**src/rtl/keccak_pkg.sv**
```systemverilog
`default_nettype none
// ============================================================================
// Package : keccak_pkg
// Purpose : Shared definitions for the Keccak digest output path: the
//           conversion-mode encodings and the serializer FSM state type.
// Ports   : none (package)
// Rev     : 1.0 - initial release
// ============================================================================
package keccak_pkg;

  // Conversion modes applied to a digest word
  localparam logic [1:0] MODE_PASS        = 2'd0;
  localparam logic [1:0] MODE_BITREV_BYTE = 2'd1;
  localparam logic [1:0] MODE_BYTEREV     = 2'd2;
  localparam logic [1:0] MODE_FULLREV     = 2'd3;

  // Serializer control states
  typedef enum logic [0:0] {
    ST_IDLE = 1'b0,
    ST_SEND = 1'b1
  } ser_state_e;

endpackage : keccak_pkg
`default_nettype wire

```
**src/rtl/keccak_order_convert.sv**
```systemverilog
`default_nettype none
// ============================================================================
// Module  : keccak_order_convert
// Purpose : Purely combinational bit/byte order conversion of a Keccak word.
//           Usable on both the squeeze (output) and absorb (input) paths.
// Ports   : d    - input word, DOUT_WIDTH bits
//           mode - conversion select (see keccak_pkg MODE_*)
//           c    - converted word, DOUT_WIDTH bits
// Rev     : 1.0 - initial release
// ============================================================================
module keccak_order_convert
  import keccak_pkg::*;
#(
  parameter int DOUT_WIDTH = 256
) (
  input  logic [DOUT_WIDTH-1:0] d,
  input  logic [1:0]            mode,
  output logic [DOUT_WIDTH-1:0] c
);

  localparam int NB = DOUT_WIDTH / 8;

  logic [DOUT_WIDTH-1:0] bitrev_byte;
  logic [DOUT_WIDTH-1:0] byterev;
  logic [DOUT_WIDTH-1:0] fullrev;

  // Every candidate ordering is pure wiring; only the final select is logic.
  for (genvar b = 0; b < NB; b++) begin : g_byte
    for (genvar k = 0; k < 8; k++) begin : g_bit
      assign bitrev_byte[8*b+k] = d[8*b+7-k];
      assign byterev[8*b+k]     = d[8*(NB-1-b)+k];
    end
  end

  for (genvar i = 0; i < DOUT_WIDTH; i++) begin : g_full
    assign fullrev[i] = d[DOUT_WIDTH-1-i];
  end

  always_comb begin
    c = d;
    case (mode)
      MODE_PASS:        c = d;
      MODE_BITREV_BYTE: c = bitrev_byte;
      MODE_BYTEREV:     c = byterev;
      MODE_FULLREV:     c = fullrev;
      default:          c = d;
    endcase
  end

endmodule : keccak_order_convert
`default_nettype wire

```
**src/rtl/keccak_digest_serializer.sv**
```systemverilog
`default_nettype none
// ============================================================================
// Module  : keccak_digest_serializer
// Purpose : Captures a full digest, converts its bit/byte order at accept
//           time and streams it out as OUT_WIDTH-bit words (word 0 first)
//           over a valid/ready handshake, with zero-bubble back-to-back
//           digests.
// Ports   : clk, rst            - clock, synchronous active-high reset
//           in_valid/in_ready   - digest input handshake
//           in_data, in_mode    - digest and conversion mode (sampled on accept)
//           out_valid/out_ready - word output handshake
//           out_data, out_last  - current word, high on the final word
// Rev     : 1.0 - initial release
// ============================================================================
module keccak_digest_serializer
  import keccak_pkg::*;
#(
  parameter int DOUT_WIDTH = 256,
  parameter int OUT_WIDTH  = 64
) (
  input  logic                  clk,
  input  logic                  rst,
  input  logic                  in_valid,
  output logic                  in_ready,
  input  logic [DOUT_WIDTH-1:0] in_data,
  input  logic [1:0]            in_mode,
  output logic                  out_valid,
  input  logic                  out_ready,
  output logic [OUT_WIDTH-1:0]  out_data,
  output logic                  out_last
);

  localparam int NUM_WORDS = DOUT_WIDTH / OUT_WIDTH;
  localparam int CW        = (NUM_WORDS > 1) ? $clog2(NUM_WORDS) : 1;
  localparam logic [CW-1:0] LAST_IDX = CW'(NUM_WORDS - 1);
  localparam logic          ONE_WORD = (NUM_WORDS == 1);

  ser_state_e            state_q;
  logic [DOUT_WIDTH-1:0] data_q;
  logic [CW-1:0]         cnt_q;
  logic [CW-1:0]         cnt_d;
  logic                  valid_q;
  logic                  last_q;
  logic [DOUT_WIDTH-1:0] conv_data;
  logic                  accept;

  keccak_order_convert #(
    .DOUT_WIDTH (DOUT_WIDTH)
  ) u_convert (
    .d    (in_data),
    .mode (in_mode),
    .c    (conv_data)
  );

  // A new digest may enter while idle, or in the very cycle the last word
  // of the current digest is handshaken (back-to-back with no bubble).
  assign in_ready = (state_q == ST_IDLE) ||
                    ((state_q == ST_SEND) && last_q && out_ready);
  assign accept   = in_valid && in_ready;
  assign cnt_d    = cnt_q + CW'(1);

  always_ff @(posedge clk) begin
    if (rst) begin
      state_q <= ST_IDLE;
      data_q  <= '0;
      cnt_q   <= '0;
      valid_q <= 1'b0;
      last_q  <= 1'b0;
    end else begin
      case (state_q)
        ST_IDLE: begin
          if (accept) begin
            data_q  <= conv_data;
            cnt_q   <= '0;
            valid_q <= 1'b1;
            last_q  <= ONE_WORD;
            state_q <= ST_SEND;
          end
        end
        ST_SEND: begin
          if (out_ready) begin
            if (!last_q) begin
              cnt_q  <= cnt_d;
              last_q <= (cnt_d == LAST_IDX);
            end else if (accept) begin
              data_q  <= conv_data;
              cnt_q   <= '0;
              valid_q <= 1'b1;
              last_q  <= ONE_WORD;
            end else begin
              cnt_q   <= '0;
              valid_q <= 1'b0;
              last_q  <= 1'b0;
              state_q <= ST_IDLE;
            end
          end
        end
        default: begin
          state_q <= ST_IDLE;
          valid_q <= 1'b0;
          last_q  <= 1'b0;
          cnt_q   <= '0;
        end
      endcase
    end
  end

  // Word slices of the held, already-converted digest.
  logic [OUT_WIDTH-1:0] words [NUM_WORDS];
  for (genvar n = 0; n < NUM_WORDS; n++) begin : g_words
    assign words[n] = data_q[n*OUT_WIDTH +: OUT_WIDTH];
  end

  assign out_data  = words[cnt_q];
  assign out_valid = valid_q;
  assign out_last  = last_q;

endmodule : keccak_digest_serializer
`default_nettype wire

```
**config.mk**
```make
export PLATFORM = sky130hd
export DESIGN_NAME = keccak_digest_serializer
export DESIGN_NICKNAME = d
export VERILOG_FILES = /design/src/rtl/keccak_pkg.sv /design/src/rtl/keccak_order_convert.sv /design/src/rtl/keccak_digest_serializer.sv
export SDC_FILE = /design/constraint.sdc
export NUM_CORES = 1
export LEC_CHECK = 0
export ABC_CLOCK_PERIOD_IN_PS = 2400
export CAP_MARGIN = 20
export CORE_MARGIN = 3
export CORE_UTILIZATION = 40
export CTS_CLUSTER_SIZE = 30
export DETAILED_ROUTE_END_ITERATION = 8
export GPL_TIMING_DRIVEN = 0
export PLACE_DENSITY = 0.67
export SYNTH_ARGS = -nofsm -noshare
export SYNTH_HDL_FRONTEND = slang
export SYNTH_HIERARCHICAL = 1
export SYNTH_SLANG_ARGS = --single-unit
```
**constraint.sdc**
```tcl
create_clock -name clk -period 2.4 [get_ports clk]
set_clock_uncertainty 0.05 [all_clocks]
set_input_delay 0.48 -clock clk [delete_from_list [all_inputs] [get_ports clk]]
set_output_delay 0.48 -clock clk [all_outputs]
set_load 0.02 [all_outputs]
```
Yosys cells after proc, flatten, opt, wreduce, memory -nomap -nowiden
Index checks and enable logic that the tools add are counted.
{ "totals": {"register_bits": 261, "input_bits": 262, "out_inout_bits": 67} }
{ "classes": {"add_sub_neg": 1, "magnitude_cmp": 1, "n_eq_ne": 7, "muxes": 24, "bitwise": 2, "n_reduce_logical": 8} }
{ "op_table": {"columns": ["cell", "count"], "rows": [
  ["$pmux 256 s4", 1],
  ["$mux 256", 3],
  ["$pmux 256 s2", 1],
  ["$bmux 64 s2", 1],
  ["$mux 64", 2],
  ["$mux 1", 9],
  ["$eq 2x2->1 const B", 3],
  ["$mux 2", 3],
  ["$pmux 1 s2", 3],
  ["$ne 2x2->1 const B", 2],
  ["$pmux 2 s2", 1],
  ["$reduce_and 2->1", 2],
  ["$ge 3x3->1 const B", 1],
  ["$logic_and 1x1->1", 3],
  ["$not 2->3", 1],
  ["$reduce_and 3->1", 1],
  ["$add 2x1->2 const B", 1],
  ["$eq 2x1->1 const B", 1],
  ["$logic_not 2->1", 1],
  ["$ne 2x1->1 const B", 1],
  ["$logic_or 1x1->1", 1],
  ["$not 1->1", 1]
]} }

Logic depth before layout (Yosys ltp)
Gate-level depths: netlist of the first run.
{ "logic_depth": {"ltp_word": 8, "ltp_mapped": 7} }

By module
The synthesis of the first run kept the hierarchy.
{ "by_module_without_submodules": {"columns": ["mod", "instances", "cells_per_inst", "area_per_inst_um2"], "rows": [
  ["keccak_digest_serializer", 1, 1214, 13153.9],
  ["keccak_order_convert", 1, 314, 6379.9]
]} }

Worst setup path after synthesis of the first run
No wires, ideal clock.
{ "synth_path": {"path_kind": "reg-to-output", "startpoint": "register cnt_q[0]", "endpoint": "output port out_data[14]", "arrival_time_ps": 1430, "t_required_ps": 1870, "path_slack_ps": 440, "path_stages_with_launch": 5, "n_path_buf": 3, "path_cell_list": "dfxtp_1 clkbuf_1 buf_4 buf_4 mux4_2"} }
{ "synth_via": {"elab_chain_cells": 4} }
{ "synth_rtl": {"columns": ["item", "line", "rtl"], "rows": [
  ["start, declared", "keccak_digest_serializer.sv:40", "logic [CW-1:0] cnt_q;"],
  ["start signal, assigned", "keccak_digest_serializer.sv:83", "cnt_q <= cnt_d;"],
  ["$not 2->3 (implied by the code)", "keccak_digest_serializer.sv:114", "assign out_data = words[cnt_q];"],
  ["$bmux 64 s2", "keccak_digest_serializer.sv:114", null],
  ["$mux 64 (implied by the code) (2 in series)", "keccak_digest_serializer.sv:114", null],
  ["end, declared", "keccak_digest_serializer.sv:29", "output logic [OUT_WIDTH-1:0] out_data,"]
]} }
No other way between the ends. The select of a mux whose other input is x is not followed.

Worst setup path in the final report of the first run
{ "layout_path": {"startpoint": "register cnt_q[0]", "endpoint": "output port out_data[41]"} }
Same word-level chain as after synthesis.

==> results of run 1 <==
[worst max path at each step]
| stage | cells after the start | slack (ps) | end | from |
|---|---|---|---|---|
| 3_3_place_gp | 5 | -490 | out_data[14] | cnt_q[0] |
| 4_1_cts | 5 | -240 | out_data[14] | cnt_q[0] |
| 3_5_place_dp | 5 | -480 | out_data[14] | cnt_q[0] |
| 2_1_floorplan | 4 | 440 | out_data[14] | cnt_q[0] |
| 6_report | 5 | -210 | out_data[41] | cnt_q[0] |
| 5_1_grt | 5 | -250 | out_data[43] | cnt_q[0] |
[worst register-to-register path, delay by kind of cell, from the launching register on]
family / cells / cell delay [ps]
compound gates: 1 / 310
buf+inv: 2 / 630
flops: 1 / 430
mux: 1 / 220
simple gates: 1 / 150
[stage by stage]
stage	util, %	cell area (um2)	power, mW	setup TNS (ps)
global placement	49.1	23600	8.53	-21820
CTS	52.0	24900	13.4	-10640
finish	52.1	25000	13.4	-8140
floorplan	-	19500	7.08	0
global route	52.1	25000	13.8	-10800
detailed placement	49.1	23600	8.58	-22280
[area by class of cell]
class	count	area (um2)	area share [%]
flip-flops and latches	261	5230	20.9
clock inverters	11	140	0.561
repair buffers	338	3550	14.2
inverters	2	7.51	0.0300
well taps	615	769	3.08
multi-input cells	1106	13100	52.4
clock buffers	44	875	3.50
plain buffers	157	1320	5.26
diodes	9	22.5	0.0901
[layout by cell type, fill, tap and decap left out]
cell type          n
buf_12            16
clkdlybuf4s50_1  260
clkbuf_4           2
a21oi_1            4
dlygate4sd2_1      1
dfxtp_4            1
buf_2              9
buf_6            120
dfxtp_1          260
or3_1              2
o21a_1             1
buf_8              1
a41oi_1            1
mux2i_1          257
nand4b_1           1
inv_1              2
nand2_1            6
bufinv_16          3
buf_16             3
clkinv_4           2
ha_1               1
a21oi_4            1
clkbuf_2           2
buf_4             24
diode_2            9
nand2b_1         512
clkinv_2           5
clkinvlp_4         1
clkbuf_8           5
mux4_2           320
clkbuf_1          64
clkbuf_16         32
[metal layers]
metal | track usage, % | part of all wire (%) | up-vias
li1 | - | - | 6491
met4 | 9.43 | 3.7 | 10
met2 | 45.5 | 50 | 625
met1 | 33.9 | 39 | 7627
met5 | 0 | 0.084 | -
met3 | 5.49 | 7.2 | 113
[power breakdown]
group / internal, mW / leakage [nW] / switching (mW)
Combinational: 2.04 / 6.36 / 1.58
Clock: 2.84 / 0.498 / 1.94
Sequential: 4.67 / 2.15 / 0.310
Total: 9.55 / 9.00 / 3.84
[repair_timing]
item	4_1_cts	5_1_grt
gates cloned	5	1
endpoints found under the setup margin	65	64
resized for setup	409	34
pin swaps	0	0
setup buffers	8	2
[logic make-up (layout without fill, tap and decap cells)]
group / Yosys count / count (layout) / synth area share [%]
AOI/OAI and AO/OA: 7 / 7 / 0.269
and+or+nand+nor: 521 / 521 / 16.6
adders and majority gates: 1 / 1 / 0.0640
muxes: 577 / 577 / 50.1
DFF: 261 / 261 / 26.7
other: 0 / 9 / 0
buffers and inverters: 161 / 552 / 6.23
[sequential cells by signal, indices dropped and copies added (netlist names)]
name,cells
data_q,256
cnt_q,2
out_last,1
out_valid,1
state_q,1
==> results.txt, run 1 <==
Fin cells = 2543
Async SR Flop Fraction = 0%
Dpl ws = -478 ps
Critical path class = register to output port
Root Driver = clkbuf_16
P per Cell Area = 535 nW/um2
Worst Hold Depth = 2
FF-to-FF path depth = 5
Slew margin rel. = 37.0%
Total gr overflow = 0
Syn Inst Count = 1528
Synthesis-to-finish area growth = 28.0%
Hold Slack = 423 ps
Placed Cells = 2468
Fin crit share = 109%
Outcome = finished with violations
Number of synthesized register bits = 261
Via/cell ratio = 5.85
Final slew viol count = 0
Cell with the most instances after synthesis = nand2b_1
Syn_area_per_cell = 12.8 um2
Core area = 47900 um2
RSZ-0062 raised after global routing = yes
Crit Path Max Fanout = 5
Vias in the first global route = 15400
Largest delay contributor family on the critical path = multiplexers
Clk pin slew, worst setup/hold paths = 60 ps
Measured slew at the worst slew-check pin = 945 ps
Post-synth top area cell = mux4_2
Htree depth = 1
Crit path required time = 1870 ps
Register area share after synthesis = 26.7%
Starting Density = 40.7%
CP max-delay cell = mux4_2
Gp weighted congestion = 0.917
Leak pwr = 9.00 nW
Hold wc startpoint = data_q[194]
Crit-path max cell delay = 560 ps
Highest achievable clock rate = 0.384 GHz
Iteration-0 DRC Markers = 1377
Die area = 51500 um2
Largest net degree at the start of global routing = 15
Top post-synthesis cells by area = mux4_2, dfxtp_1, nand2b_1
Die Y = 227 um
HPWL after DPL = 55.4 mm
# rows = 80
Hold EP = data_q[194]
Die width = 227 um
CTS tree = done
Top cell type's share of synthesized area = 36.9%
Synth cell count leaders = nand2b_1, mux4_2, dfxtp_1
Ratio of cells with drive above 1 in the final layout = 28.5%
Nets = 2159
PortBufs = 325
Drt drc = 0
Total track usage = 26.7%
Synth Flop Type = dfxtp_1
CP Launch Type = register
Worst Setup End Kind = output port
DR vias = 14900
Syn. warnings = 6
Min-Delay Path Class = register to register
Number of synthesized flops with an enable pin = 0
Initial antenna violation count = 12
Mapped cell area = 19500 um2
WP buf/inv = 4
Arr. time, crit path = 2080 ps
Final Setup Violations = 64
Syn Nets = 1791
DRT Pass-1 Iters = 4
Most used cell, CP = buf_12
Clk Latency, worst-skew pair = 580 ps
Max rail drop VDD = 547 uV
R2R Path End = data_q[100]
Max-cap check violation count = 0
Final Hold Fails = 0
IO Pins = 329
Post-layout minimum cycle time = 2610 ps
CTS Buffer Depth = 3
R2r setup slk = 520 ps
Synth cell types = 20
WL final = 69.5 mm
Clock sink count = 261
Crit path cell chain = buf_12 -> buf_8 -> buf_12 -> mux4_2 -> buf_6
Failing checks = setup timing
Reg2reg start = out_last
Worst setup margin = -205 ps
Drt wl/cell = 27.3 um
First-pass GRT wire length = 100 mm
Hold_buf cts = 0
Total CTS buffers = 30
Fill cells = 4120
Antenna Nets Post-Route = 0
Note: power is estimated with default switching activity, not from simulation.
==> run 2, diff against run 1 <==
--- a/config.mk
+++ b/config.mk
@@ -5,7 +5,7 @@
 export SDC_FILE = /design/constraint.sdc
 export NUM_CORES = 1
 export LEC_CHECK = 0
-export ABC_CLOCK_PERIOD_IN_PS = 2400
+export ABC_CLOCK_PERIOD_IN_PS = 2500
 export CAP_MARGIN = 20
 export CORE_MARGIN = 3
 export CORE_UTILIZATION = 40
@@ -13,6 +13,7 @@
 export DETAILED_ROUTE_END_ITERATION = 8
 export GPL_TIMING_DRIVEN = 0
 export PLACE_DENSITY = 0.67
+export REMOVE_ABC_BUFFERS = 1
 export SYNTH_ARGS = -nofsm -noshare
 export SYNTH_HDL_FRONTEND = slang
 export SYNTH_HIERARCHICAL = 1
==> constraint.sdc (replaced) <==
create_clock -name clk -period 2.5 [get_ports clk]
set_clock_uncertainty 0.05 [all_clocks]
set_input_delay 0.5 -clock clk [delete_from_list [all_inputs] [get_ports clk]]
set_output_delay 0.5 -clock clk [all_outputs]
set_load 0.02 [all_outputs]
==> run 2 against run 1 <==
Cell count is 4.9% lower. The flow still finishes with violations (setup timing). Total power shrank 3.2%. Hold slack worse by 2.8 ps. Sequential power shrank 6.6%. Critical path type unchanged. Largest cell class unchanged. First-iteration DRC count fell by 40%. Worst setup slack improved by 140 ps. Final area is 2.5% lower. Non-clock buffer count fell by 124. Flip-flop and latch count did not move. Sequential share of layout area increased by 0.54 points. Utilization is 1.3 points lower. Critical path depth unchanged.
==> results.txt, run 2 (synthesized netlist as in run 1, its figures left out) <==
Clk pin slew, worst setup/hold paths = 60 ps
Most flop-heavy register = data_q
Fill cells = 4143
Worst setup margin = -60.3 ps
CP Launch Type = register
IO Pins = 329
Crit Path Max Fanout = 7
Largest net degree at the start of global routing = 229
Total power = 13.0 mW
Initial antenna violation count = 7
Worst Hold Depth = 2
Switching share of total power = 26.0%
Leading cell types in the layout, fill and taps excluded = nand2b_1, mux4_2, clkdlybuf4s50_1, dfxtp_1, mux2i_1
Iteration-0 DRC Markers = 831
Core area = 47900 um2
RSZ-0062 raised after global routing = yes
# rows = 80
Clock power share = 39.8%
Total CTS buffers = 34
Slew margin rel. = 53.0%
Synthesis-to-finish area growth = 24.8%
Nets = 2039
Top flop regs = data_q: 256 flops, cnt_q: 2 flops
Arr. time, crit path = 2010 ps
HPWL after DPL = 31.6 mm
Root Driver = clkbuf_16
First-pass GRT wire length = 74.8 mm
Hold Slack = 420 ps
Min-Delay Path Class = register to register
Internal = 9.59 mW
Die width = 227 um
Ratio of cells with drive above 1 in the final layout = 27.0%
PortBufs = 328
Fin crit share = 102%
Clk Latency, worst-skew pair = 520 ps
Commonest non-fill, non-tap cell in the layout = nand2b_1
Failing checks = setup timing
Max rail drop VDD = 427 uV
Outcome = finished with violations
Die area = 51500 um2
Drt drc = 0
Via/cell ratio = 5.56
DR vias = 13500
Highest achievable clock rate = 0.391 GHz
Crit path required time = 1950 ps
Clock sink count = 261
Final slew viol count = 0
Measured slew at the worst slew-check pin = 706 ps
Power share of the combinational group = 24.2%
Gp weighted congestion = 0.763
FF-to-FF path depth = 8
Total gr overflow = 0
Htree depth = 2
Starting Density = 40.7%
Net Sw Power = 3.37 mW
Register share of total power = 35.9%
Max-cap check violation count = 0
Antenna Nets Post-Route = 0
Worst Setup End Kind = output port
Final Hold Fails = 0
Vias in the first global route = 13500
DRT Pass-1 Iters = 4
CTS tree = done
Largest register FFs = 256
CTS Buffer Depth = 3
Total track usage = 18.3%
Final Setup Violations = 15
Die Y = 227 um
Leak pwr = 8.71 nW
Drt wl/cell = 19.8 um
Post-layout minimum cycle time = 2560 ps
WL final = 47.8 mm
P per Cell Area = 531 nW/um2
Critical path class = register to output port
## run 2: layer usage
| metal | up-vias | global-route usage (%) | share of wire [%] |
|---|---|---|---|
| li1 | 6249 | - | - |
| met1 | 6833 | 25.0 | 43 |
| met2 | 312 | 29.0 | 48 |
| met3 | 59 | 5.03 | 6.7 |
| met4 | 4 | 4.60 | 1.8 |
| met5 | - | 0 | 0.065 |
## run 2: power groups by stage
stage | registers, mW | clock network [mW] | logic [mW]
after global placement | 4.78 | 0 | 3.87
after CTS | 4.65 | 5.33 | 3.10
after floorplan | 4.71 | 0 | 1.87
final | 4.65 | 5.16 | 3.14
after detailed placement | 4.76 | 0 | 3.07
after global routing | 4.69 | 5.48 | 3.39
## run 2: what timing repair did
action	CTS	global route
hold buffers	0	0
setup endpoints to repair	171	62
pin swaps	1	0
buffers inserted	13	5
resized for setup	242	123
cloned	4	1
## run 2: final cells by class
type	count	area [um2]	share of cell area [%]
clock inverters	7	113	0.462
diodes	5	12.5	0.0513
repair buffers	371	4090	16.8
multi-input cells	1106	13100	53.7
well taps	615	769	3.16
clock buffers	52	1070	4.40
inverters	2	7.51	0.0308
flip-flops and latches	261	5230	21.5
## run 2: worst max-delay path, cell delays in order (launching register included)
cell	delay, ps
dfxtp_4	380
buf_12	140
buf_16	150
buf_12	120
mux4_2	520
buf_6	150
## run 2: final timing paths
kind	start	end	slack (ps)
max	cnt_q[0]	out_data[39]	-60
min	data_q[90]	data_q[90]	420
max reg2reg	out_last	data_q[95]	200
min reg2reg	data_q[90]	data_q[90]	420
## run 2: stage by stage
step	TNS [ps]	util (%)	area (um2)	std cells	worst slack, ps
4_1_cts	-5390	50.4	24200	2408	-201
5_1_grt	-2530	50.8	24400	2414	-128
2_1_floorplan	-1299750	-	18300	1369	-4660
3_3_place_gp	-3222270	46.7	22400	2312	-11680
3_5_place_dp	-136410	47.7	22900	2332	-905
6_report	-664	50.9	24400	2419	-60.3
==> run 3, diff against run 2 <==
--- a/config.mk
+++ b/config.mk
@@ -14,6 +14,7 @@
 export GPL_TIMING_DRIVEN = 0
 export PLACE_DENSITY = 0.67
 export REMOVE_ABC_BUFFERS = 1
+export SLEW_MARGIN = 5
 export SYNTH_ARGS = -nofsm -noshare
 export SYNTH_HDL_FRONTEND = slang
 export SYNTH_HIERARCHICAL = 1
==> run 3 against run 2 <==
The flow still finishes with violations (setup timing). Final area is essentially flat. Critical path depth is 1 lower. Utilization hardly changed. Clock power is 11% lower. Worst setup slack gained 25 ps. Die area did not move. First-iteration DRC count rose by 15%. Maximum frequency rose by 0.98%. Hold slack lost 0.61 ps. Register-to-register slack worse by 40 ps. Critical path type unchanged. Largest cell class unchanged.
==> results.txt, run 3 (synthesized netlist as in run 1, its figures left out) <==
Drt drc = 0
Crit Path Max Fanout = 6
Critical path class = register to output port
Fin crit share = 101%
First-pass GRT wire length = 75.3 mm
Clock sink count = 261
CP max-delay cell = mux4_2
Fill cells = 4144
PortBufs = 328
Measured slew at the worst slew-check pin = 774 ps
Arr. time, crit path = 1990 ps
Htree depth = 1
CTS Buffer Depth = 3
Root Driver = clkbuf_16
IO Pins = 329
Design Area, Final = 24400 um2
Slew margin rel. = 48.4%
Via/cell ratio = 5.55
FF-to-FF path depth = 8
Ratio of cells with drive above 1 in the final layout = 26.9%
WL final = 47.7 mm
Gp weighted congestion = 0.763
R2r setup slk = 160 ps
Clk Latency, worst-skew pair = 560 ps
Iteration-0 DRC Markers = 954
CP Launch Type = register
Synthesis-to-finish area growth = 24.8%
Multi-input logic area = 13100 um2
Total gr overflow = 0
Total CTS buffers = 31
CTS tree = done
Max rail drop VDD = 574 uV
Final Hold Fails = 0
Post-layout minimum cycle time = 2540 ps
Total power = 12.4 mW
Hold_buf cts = 0
Outcome = finished with violations
Commonest non-fill, non-tap cell in the layout = nand2b_1
Antenna Nets Post-Route = 0
Reg2reg start = out_last
Largest register FFs = 256
Hold EP = data_q[171]
Fin Setup TNS = -512 ps
Worst setup margin = -35.4 ps
Fin cells = 2415
Register area = 5230 um2
Crit path cell chain = buf_8 -> buf_12 -> mux4_2 -> buf_2
Leak pwr = 8.68 nW
Placed Cells = 2334
Min-Delay Path Class = input port to register
Hold Slack = 419 ps
Hold wc startpoint = rst
Die width = 227 um
P per Cell Area = 509 nW/um2
Highest achievable clock rate = 0.394 GHz
Largest net degree at the start of global routing = 226
Die Y = 227 um
RSZ-0062 raised after global routing = yes
DR vias = 13400
Total track usage = 18.2%
Initial antenna violation count = 5
DRT Pass-1 Iters = 4
Most flop-heavy register = data_q
R2R Path End = data_q[95]
Crit-path max cell delay = 520 ps
Util after Layout = 50.8%
Core area = 47900 um2
Placed cell area = 22900 um2
Final Setup Violations = 30
Dpl ws = -639 ps
Starting Density = 40.7%
Nets = 2037
Clk pin slew, worst setup/hold paths = 60 ps
Vias in the first global route = 13500
Worst Setup End Kind = output port
Max-cap check violation count = 0
Top flop regs = data_q: 256 flops, cnt_q: 2 flops
HPWL after DPL = 31.7 mm
Drt wl/cell = 19.8 um
Worst Hold Depth = 3
Leading cell types in the layout, fill and taps excluded = nand2b_1, mux4_2, clkdlybuf4s50_1, dfxtp_1, mux2i_1
Die area = 51500 um2
Final slew viol count = 0
# rows = 80
Failing checks = setup timing
Crit path required time = 1950 ps
==> run 3: cell count changes in the layout (fill, tap and decap cells not counted), moves of 2 or more <==
cell	delta
buf_12	-4
buf_16	+6
buf_2	-15
clkbuf_8	-2
clkinv_2	+3
buf_6	+14
clkbuf_16	-6
==> run 3: worst max-delay path by stage <==
| stage | depth (start not counted) | slack (ps) | endpoint | startpoint |
|---|---|---|---|---|
| after floorplan | 3 | -4660 | data_q[0] | out_last |
| after global placement | 4 | -11680 | data_q[229] | in_mode[0] |
| after detailed placement | 9 | -640 | data_q[95] | out_ready |
| after CTS | 4 | -100 | out_data[16] | cnt_q[0] |
| after global routing | 4 | -110 | out_data[16] | cnt_q[0] |
| final | 4 | -40 | out_data[9] | cnt_q[0] |
==> run 3: metal layers <==
metal | share of wire [%] | global-route usage, % | vias to the layer above
met3 | 6.6 | 4.59 | 58
met2 | 47 | 29.2 | 315
li1 | - | - | 6242
met4 | 1.9 | 3.38 | 4
met1 | 44 | 25.5 | 6790
met5 | 0.055 | 0 | -
==> run 3: repair_timing <==
item                                    in CTS  in global routing
resized for setup                          388                  1
cloned                                       8                  0
setup buffers                               14                  0
endpoints found under the hold margin        0                  0
pin swaps                                    1                  0
endpoints found under the setup margin      67                 65
==> run 3: worst max-delay path, delay by kind of cell (launching register included) <==
kind	cells	cell delay, ps
buf+inv	3	490
mux	1	520
flops	1	400
==> run 3: cell type report <==
| class | count | share of cell area, % |
|---|---|---|
| timing repair buffer | 372 | 17.4 |
| tap | 615 | 3.16 |
| clock buffer | 45 | 3.77 |
| antenna | 4 | 0.0411 |
| multi-input combinational | 1106 | 53.7 |
| clock inverter | 10 | 0.436 |
| inverter | 2 | 0.0308 |
| sequential | 261 | 21.5 |
==> run 3: report_power, final <==
| group | internal, mW | switching [mW] | total [mW] | leakage [nW] |
|---|---|---|---|---|
| sequential | 4.48 | 0.170 | 4.65 | 2.15 |
| clock | 2.73 | 1.83 | 4.57 | 0.508 |
| combinational | 1.89 | 1.30 | 3.19 | 6.02 |
| total | 9.10 | 3.30 | 12.4 | 8.68 |
